[src/rtl/c2h_mm_mrkr_seq.sv]
// c2h_mm_mrkr_seq: sequences C2H MM bypass descriptors into the QDMA bypass-in
// port through a 1-entry output register. On a CSR marker request it stalls
// upstream, drains the register, issues one marker descriptor and waits for the
// MM marker response, giving a per-queue "all prior descriptors retired" event.
// Optional build macro: C2H_MRKR_TIMEOUT_EN adds a response timeout of
// TIMEOUT_CYC cycles. Without it WAIT_RSP waits indefinitely and mrkr_timeout is 0.
module c2h_mm_mrkr_seq #(
  parameter int TIMEOUT_CYC = 65536,
  parameter int CNT_W       = 32
) (
  input  logic             axi_aclk,
  input  logic             axi_aresetn,
  input  logic             mrkr_start,
  input  logic [10:0]      mrkr_qid,
  input  logic [7:0]       mrkr_func,
  input  logic [2:0]       mrkr_port_id,
  input  logic             up_vld,
  output logic             up_rdy,
  input  logic [63:0]      up_radr,
  input  logic [63:0]      up_wadr,
  input  logic [27:0]      up_len,
  input  logic             up_sdi,
  input  logic [10:0]      up_qid,
  input  logic [7:0]       up_func,
  input  logic [15:0]      up_cidx,
  input  logic [2:0]       up_port_id,
  input  logic             up_error,
  output logic [63:0]      c2h_byp_in_mm_radr,
  output logic [63:0]      c2h_byp_in_mm_wadr,
  output logic [27:0]      c2h_byp_in_mm_len,
  output logic             c2h_byp_in_mm_mrkr_req,
  output logic             c2h_byp_in_mm_sdi,
  output logic [10:0]      c2h_byp_in_mm_qid,
  output logic             c2h_byp_in_mm_error,
  output logic [7:0]       c2h_byp_in_mm_func,
  output logic [15:0]      c2h_byp_in_mm_cidx,
  output logic [2:0]       c2h_byp_in_mm_port_id,
  output logic             c2h_byp_in_mm_no_dma,
  output logic             c2h_byp_in_mm_vld,
  input  logic             c2h_byp_in_mm_rdy,
  input  logic             c2h_mm_marker_rsp,
  output logic             mrkr_busy,
  output logic             mrkr_done,
  output logic             mrkr_timeout,
  output logic [CNT_W-1:0] desc_cnt
);

  localparam logic [1:0] ST_IDLE  = 2'd0;
  localparam logic [1:0] ST_DRAIN = 2'd1;
  localparam logic [1:0] ST_ISSUE = 2'd2;
  localparam logic [1:0] ST_WAIT  = 2'd3;

  logic [1:0]       state_q, state_d;
  logic             run_q, run_d;      // low while in reset and one cycle after
  logic             vld_q, vld_d;
  logic [63:0]      radr_q, radr_d, wadr_q, wadr_d;
  logic [27:0]      len_q, len_d;
  logic             mrkr_q, mrkr_d, sdi_q, sdi_d, err_q, err_d, nodma_q, nodma_d;
  logic [10:0]      qid_q, qid_d, cap_qid_q, cap_qid_d;
  logic [7:0]       func_q, func_d, cap_func_q, cap_func_d;
  logic [15:0]      cidx_q, cidx_d;
  logic [2:0]       port_q, port_d, cap_port_q, cap_port_d;
  logic [CNT_W-1:0] cnt_q, cnt_d;
  logic             done_q, done_d, tmo_q, tmo_d;
  logic             hs, accept;

`ifdef C2H_MRKR_TIMEOUT_EN
  localparam int TMR_W = (TIMEOUT_CYC > 2) ? $clog2(TIMEOUT_CYC) : 1;
  logic [TMR_W-1:0] tmr_q, tmr_d;
`endif

  assign hs     = vld_q & c2h_byp_in_mm_rdy;
  assign up_rdy = run_q & (state_q == ST_IDLE) & (~vld_q | c2h_byp_in_mm_rdy);
  assign accept = up_vld & up_rdy;

  // Next-state: output register load/drain, descriptor counter, marker FSM
  always_comb begin
    state_d    = state_q;
    run_d      = 1'b1;
    vld_d      = vld_q;
    radr_d     = radr_q;
    wadr_d     = wadr_q;
    len_d      = len_q;
    mrkr_d     = mrkr_q;
    sdi_d      = sdi_q;
    err_d      = err_q;
    nodma_d    = nodma_q;
    qid_d      = qid_q;
    func_d     = func_q;
    cidx_d     = cidx_q;
    port_d     = port_q;
    cap_qid_d  = cap_qid_q;
    cap_func_d = cap_func_q;
    cap_port_d = cap_port_q;
    cnt_d      = cnt_q;
    done_d     = 1'b0;
    tmo_d      = 1'b0;
`ifdef C2H_MRKR_TIMEOUT_EN
    tmr_d      = tmr_q;
`endif

    if (hs) begin
      vld_d = 1'b0;
      if (!mrkr_q) cnt_d = cnt_q + CNT_W'(1);
    end

    // A new data descriptor may replace one leaving in the same cycle
    if (accept) begin
      vld_d   = 1'b1;
      radr_d  = up_radr;
      wadr_d  = up_wadr;
      len_d   = up_len;
      mrkr_d  = 1'b0;
      sdi_d   = up_sdi;
      err_d   = up_error;
      nodma_d = 1'b0;
      qid_d   = up_qid;
      func_d  = up_func;
      cidx_d  = up_cidx;
      port_d  = up_port_id;
    end

    case (state_q)
      ST_IDLE: begin
        if (mrkr_start) begin
          cap_qid_d  = mrkr_qid;
          cap_func_d = mrkr_func;
          cap_port_d = mrkr_port_id;
          state_d    = ST_DRAIN;
        end
      end
      ST_DRAIN: begin
        // Register is free next cycle: load the marker directly into it
        if (!vld_q || hs) begin
          vld_d   = 1'b1;
          radr_d  = '0;
          wadr_d  = '0;
          len_d   = '0;
          mrkr_d  = 1'b1;
          sdi_d   = 1'b0;
          err_d   = 1'b0;
          nodma_d = 1'b1;
          qid_d   = cap_qid_q;
          func_d  = cap_func_q;
          cidx_d  = '0;
          port_d  = cap_port_q;
          state_d = ST_ISSUE;
        end
      end
      ST_ISSUE: begin
        if (hs) begin
          if (c2h_mm_marker_rsp) begin
            done_d  = 1'b1;
            state_d = ST_IDLE;
          end else begin
            state_d = ST_WAIT;
`ifdef C2H_MRKR_TIMEOUT_EN
            tmr_d   = '0;
`endif
          end
        end
      end
      default: begin
        if (c2h_mm_marker_rsp) begin
          done_d  = 1'b1;
          state_d = ST_IDLE;
        end
`ifdef C2H_MRKR_TIMEOUT_EN
        else if (tmr_q == TMR_W'(TIMEOUT_CYC - 1)) begin
          tmo_d   = 1'b1;
          state_d = ST_IDLE;
        end else begin
          tmr_d   = tmr_q + TMR_W'(1);
        end
`endif
      end
    endcase
  end

  // State and output register; async reset drops any pending descriptor
  always_ff @(posedge axi_aclk or negedge axi_aresetn) begin
    if (!axi_aresetn) begin
      state_q    <= ST_IDLE;
      run_q      <= 1'b0;
      vld_q      <= 1'b0;
      radr_q     <= '0;
      wadr_q     <= '0;
      len_q      <= '0;
      mrkr_q     <= 1'b0;
      sdi_q      <= 1'b0;
      err_q      <= 1'b0;
      nodma_q    <= 1'b0;
      qid_q      <= '0;
      func_q     <= '0;
      cidx_q     <= '0;
      port_q     <= '0;
      cap_qid_q  <= '0;
      cap_func_q <= '0;
      cap_port_q <= '0;
      cnt_q      <= '0;
      done_q     <= 1'b0;
      tmo_q      <= 1'b0;
    end else begin
      state_q    <= state_d;
      run_q      <= run_d;
      vld_q      <= vld_d;
      radr_q     <= radr_d;
      wadr_q     <= wadr_d;
      len_q      <= len_d;
      mrkr_q     <= mrkr_d;
      sdi_q      <= sdi_d;
      err_q      <= err_d;
      nodma_q    <= nodma_d;
      qid_q      <= qid_d;
      func_q     <= func_d;
      cidx_q     <= cidx_d;
      port_q     <= port_d;
      cap_qid_q  <= cap_qid_d;
      cap_func_q <= cap_func_d;
      cap_port_q <= cap_port_d;
      cnt_q      <= cnt_d;
      done_q     <= done_d;
      tmo_q      <= tmo_d;
    end
  end

`ifdef C2H_MRKR_TIMEOUT_EN
  // Response-wait cycle counter
  always_ff @(posedge axi_aclk or negedge axi_aresetn) begin
    if (!axi_aresetn) tmr_q <= '0;
    else              tmr_q <= tmr_d;
  end
`endif

  assign c2h_byp_in_mm_radr     = radr_q;
  assign c2h_byp_in_mm_wadr     = wadr_q;
  assign c2h_byp_in_mm_len      = len_q;
  assign c2h_byp_in_mm_mrkr_req = mrkr_q;
  assign c2h_byp_in_mm_sdi      = sdi_q;
  assign c2h_byp_in_mm_qid      = qid_q;
  assign c2h_byp_in_mm_error    = err_q;
  assign c2h_byp_in_mm_func     = func_q;
  assign c2h_byp_in_mm_cidx     = cidx_q;
  assign c2h_byp_in_mm_port_id  = port_q;
  assign c2h_byp_in_mm_no_dma   = nodma_q;
  assign c2h_byp_in_mm_vld      = vld_q;
  assign mrkr_busy              = (state_q != ST_IDLE);
  assign mrkr_done              = done_q;
  assign mrkr_timeout           = tmo_q;
  assign desc_cnt               = cnt_q;

endmodule

[config.mk]
export PLATFORM = sky130hd
export DESIGN_NAME = c2h_mm_mrkr_seq
export DESIGN_NICKNAME = d
export VERILOG_FILES = /design/src/rtl/c2h_mm_mrkr_seq.sv
export SDC_FILE = /design/constraint.sdc
export NUM_CORES = 1
export LEC_CHECK = 0
export BUFFER_PORTS_ARGS = -buffer_cell sky130_fd_sc_hd__buf_2
export CAP_MARGIN = 10
export CORE_AREA = 2 2 180 182
export DETAILED_ROUTE_END_ITERATION = 8
export DIE_AREA = 0 0 182 184
export SYNTH_ARGS = -nofsm -noshare
export SYNTH_HDL_FRONTEND = slang
export SYNTH_SLANG_ARGS = --single-unit
[constraint.sdc]
create_clock -name axi_aclk -period 2 [get_ports axi_aclk]
set_input_delay 0.2 -clock axi_aclk [delete_from_list [all_inputs] [get_ports axi_aclk]]
set_output_delay 0.2 -clock axi_aclk [all_outputs]
set_load 0.005 [all_outputs]
# --- Word level (Yosys, flattened, before mapping) ---
# Cells that the tools add are included.
word_totals:
  register_bits: 257
  word_cells: 87
op_classes:
  bitwise_logic: 7
  n_reduce_logical: 9
  n_eq_ne: 5
  addsub: 1
  mux: 46
ops:
  columns: ["op", "n"]
  rows:
  - ["2-to-1 mux 64 bit", 6]
  - ["2-to-1 mux 28 bit", 3]
  - ["2-to-1 mux 16 bit", 3]
  - ["2-to-1 mux 11 bit", 3]
  - ["adder 32 x 1 -> 32 bit, second input constant", 1]
  - ["2-to-1 mux 8 bit", 3]
  - ["2-to-1 mux 1 bit", 18]
  - ["2-to-1 mux 2 bit", 5]
  - ["2-to-1 mux 3 bit", 3]
  - ["inequality test 2 bit, second input constant", 3]
  - ["case mux 2 bit (3 select lines)", 1]
  - ["bitwise AND 1 bit", 4]
  - ["AND reduction 2 bit", 2]
  - ["AND reduction 4 bit", 1]
  - ["nonzero test 4 bit", 1]
  - ["== test 2 x 1 -> 1 bit, second input constant", 1]
  - ["== test 2 bit, second input constant", 1]
  - ["logical NOT 2 bit", 1]
  - ["NOT 1 bit", 2]
  - ["case mux 1 bit (2 select lines)", 1]
  - ["nonzero test 2 bit", 1]
  - ["OR reduction 2 bit", 1]
  - ["logical NOT 1 bit", 1]
  - ["logical OR 1 bit", 1]
  - ["bitwise OR 1 bit", 1]

# --- Longest topological paths before layout ---
depth:
  word_depth: 7
  depth_mapped: 8
  ltp_nobuf: 6

# --- Least setup slack after synthesis ---
# OpenSTA, ideal clock, no wires.
synth_timing:
  path_kind: "reg-to-reg"
  start: "reg state_q[0]"
  end: "reg cap_func_q[0]"
  arrival_time_ns: 1.547
  path_stages_with_launch: 6
  slack_ns: 0.329
  period_less_slack_ns: 1.671
  path_cell_list: "dfrtp_1 > inv_1 > ha_1 > nand2_1 > buf_1 > mux2_2"
synth_via:
  elab_chain_cells: 2
synth_lines:
  columns: ["element", "line", "source"]
  rows:
  - ["start, declared", "53", "logic [1:0] state_q, state_d;"]
  - ["start signal, assigned", "204", "state_q <= state_d;"]
  - ["logical NOT 2 bit", "123", "case (state_q)"]
  - ["AND reduction 2 bit (no source line)", null, null]
  - ["end signal, assigned", "219", "cap_func_q <= cap_func_d;"]
  - ["end, declared", "60", "logic [7:0] func_q, func_d, cap_func_q, cap_func_d;"]
# Every way passes these cells.
# A chain may end at the register's enable or synchronous reset.

# --- Final worst setup path ---
layout_timing:
  start: "reg state_q[0]"
  end: "out up_rdy"
layout_via:
  elab_chain_cells: 3
layout_lines:
  columns: ["element", "line", "source"]
  rows:
  - ["logical NOT 2 bit", "73", "assign up_rdy = run_q & (state_q == ST_IDLE) & (~vld_q | c2h_byp_in_mm_rdy);"]
  - ["bitwise AND 1 bit (2 in series)", "73", null]
  - ["end, declared", "18", "output logic up_rdy,"]
# Every way passes these cells.

==> impl_metrics.py <==
metrics = {
    "drt": {
        "drt_wl_total_mm": 34.9,
        "drtIter0Drc": 414,
        "first_pass_iters": 4,
        "final_antenna_net_count": 0,
        "drc": 0,
        "vias": 10168,
        "vias_per_cell": 4.72,
        "wl_per_cell_um": 16.2,
    },
    "floorplan": {
        "pin_count": 459,
        "dieArea_um2": 33500,
        "core-area_um2": 31400,
        "fp.dieW_um": 182,
        "initial_core_util_pct": 33.3,
        "std_cell_rows": 65,
        "die_y_um": 184,
    },
    "outcome": {
        "outcome": "finished clean",
    },
    "sta": {
        "hold_viol": 0,
        "setup_tns_ps": 0,
        "maxSlewViolCount": 0,
        "finalSetupViolations": 0,
        "fin_crit_sh_pct": 92.7,
        "grt_setup_unrepaired": "false",
        "fin_skew_ps": 6.97,
        "fin_crit_ps": 1850,
        "max_freq_mhz": 539,
    },
    "power_and_ir_drop": {
        "p_leak_uw": 0.00871,
        "power_density_nw_per_um2": 700,
        "irDropWorstVdd_uv": 497,
        "finalPower_uw": 11600,
    },
    "finish": {
        "syn2layout_area_growth_pct": 58.9,
        "post-route-util_pct": 52.9,
        "num-nets-final": 1958,
        "drive_gt1_share_pct": 32.4,
    },
    "synthesis": {
        "ys_seq_elements": 257,
        "syn_inst": 1061,
        "ys_types": 32,
        "synth.largest_area_cell": "dfrtp_1",
        "yosys-top-cells-area": "dfrtp_1 (62%), nand2_1 (14%), a21oi_1 (8.5%), mux2_2 (2.5%), xnor2_1 (2.3%)",
        "yosys_warnings": 0,
        "synth_area_per_cell_um2": 9.85,
        "syn_area_um2": 10400,
        "synth_common_cells": "nand2_1 (385), dfrtp_1 (257), a21oi_1 (178), buf_2 (37), xnor2_1 (28)",
        "ys_async_sr_fraction_pct": 100,
        "synth.most_common_cell": "nand2_1",
        "ys.flop_type": "dfrtp_1",
        "yosysSeqAreaShare_pct": 61.5,
        "synth_top_area_share_pct": 61.5,
        "synth_edf_count": 0,
        "syn_nets": 1290,
    },
    "critical_path": {
        "rr_endpoint": "c2h_byp_in_mm_wadr[57]",
        "worst_ep_arrival_time_ps": 1650,
        "setup.worst_path.end": "up_rdy",
        "rr_worst_depth": 7,
        "crit_chain": "inv_1 > ha_2 > and3_1 > buf_2",
        "cp-startpoint": "state_q[0]",
        "r2r-start": "state_q[0]",
        "worst_setup_path_start_kind": "flop",
        "slowest_stage": "dfrtp_1",
        "ff2ff_setup_slack_ps": 170,
        "crit_required_ps": 1800,
        "critical_path.max_fanout": 7,
        "cpPeakStageDelay_ps": 420,
        "critPathKind": "flop to primary output",
        "end_kind": "primary output",
    },
    "min_path": {
        "hold_path.class": "input pin to flop",
    },
    "clock_network": {
        "cts-buffers-inserted": 28,
        "cts_tree": "yes",
        "h-tree-depth": 1,
        "clockBufferDepth": 3,
        "cts.root.buffer_cell": "clkbuf_16",
        "cts_setup_buffers": 0,
        "cts.reportedPaths.clkPinSlew_ps": 60,
        "clkLatencyLatePin_ps": 540,
        "clock-sinks": 257,
    },
    "global_routing": {
        "grt_overflow": 0,
        "grt_pass1_vias": 10587,
        "grt.total_usage_pct": 19.8,
        "grt_pass1_wl_mm": 54.4,
        "grt_start_max_net_pins": 94,
        "antenna_found_initial": 2,
    },
    "place": {
        "dp_hpwl_mm": 22.5,
        "portBuffers": 457,
        "gp_congestion": 0.792,
    },
    "run": {
        "drv_cap": 0,
    },
}
==> area by class of cell <==
class	instances	area, um2
multi-input combinational	729	3670
timing repair buffer	709	4940
antenna	2	5.00
inverter	4	15.0
clock inverter	12	195
clock buffer	40	837
fill	2730	14800
tap	402	503
sequential	257	6430
==> cells by family (layout without fill, tap and decap cells) <==
| kind of cell | Yosys count | count (layout) | synth area share [%] |
|---|---|---|---|
| simple gates | 441 | 441 | 17.3 |
| xor+xnor | 31 | 31 | 2.60 |
| other cells | 2 | 4 | 0.0719 |
| flops | 257 | 257 | 61.5 |
| fa+ha+maj | 5 | 5 | 0.599 |
| buf+inv | 75 | 765 | 3.35 |
| compound gates | 204 | 204 | 9.82 |
| mux | 46 | 46 | 4.68 |
==> routing by layer <==
| layer | wire length, um | up-vias | global-route usage [%] |
|---|---|---|---|
| li1 | - | 4807 | - |
| met1 | 14100 | 4908 | 23.8 |
| met2 | 17000 | 390 | 34.4 |
| met3 | 2730 | 63 | 5.41 |
| met4 | 989 | 0 | 6.74 |
| met5 | 0 | - | 0 |
==> metrics by stage <==
step	hold slack, ps	setup slack (ps)	cells	area [um2]
2_1_floorplan	-95.6	329	1061	10400
3_3_place_gp	167	252	1881	13400
3_5_place_dp	168	92.7	1881	13400
4_1_cts	74.8	48.5	2153	16600
5_1_grt	96.7	15.2	2154	16600
6_report	96.6	145	2155	16600
==> placed cells by master (no fill, tap or decap), drive strengths merged, types with 10 or more instances in the layout <==
master,n
mux2i,23
nand2,385
mux2,23
clkbuf,40
dfrtp,257
buf,489
o21ai,24
nand3,10
xnor2,28
nand4,15
dlygate4sd3,220
a21oi,178
and3,10
==> repair_timing <==
action                                  CTS  global route
hold endpoints to repair                328             0
gates resized for setup                   0             2
endpoints found under the setup margin    0            50
hold buffers                            220             0
==> sequential cells by signal, indices dropped and copies added, names as in the netlist, 2 cells and up <==
name                   cells
cap_port_q                 3
c2h_byp_in_mm_port_id      3
c2h_byp_in_mm_radr        64
c2h_byp_in_mm_qid         11
c2h_byp_in_mm_func         8
c2h_byp_in_mm_wadr        64
cap_qid_q                 11
c2h_byp_in_mm_cidx        16
desc_cnt                  32
c2h_byp_in_mm_len         28
state_q                    2
cap_func_q                 8
==> power by group <==
group	leakage (uW)	switching (uW)	internal, uW
clock network	0.000508	2160	3550
logic	0.00462	248	458
registers	0.00359	0.726	5200
total	0.00871	2410	9210
==> worst min path at each step <==
stage / from / endpoint / slack [ps] / depth (start not counted)
final: c2h_byp_in_mm_rdy / desc_cnt[2] / 100 / 3
after global routing: c2h_byp_in_mm_rdy / desc_cnt[2] / 100 / 3
after CTS: c2h_byp_in_mm_rdy / desc_cnt[2] / 70 / 3
after detailed placement: axi_aresetn / c2h_byp_in_mm_port_id[1] / 170 / 1
after global placement: axi_aresetn / cap_port_q[1] / 170 / 1
after floorplan: axi_aresetn / c2h_byp_in_mm_cidx[0] / -100 / 0
==> worst max-delay path, delay by kind of cell, from the launching register on <==
kind / cells / cell delay (ps)
fa+ha+maj: 1 / 250
flops: 1 / 420
simple gates: 1 / 170
buf+inv: 2 / 270
No activity file was read; power rests on OpenSTA's default activity.
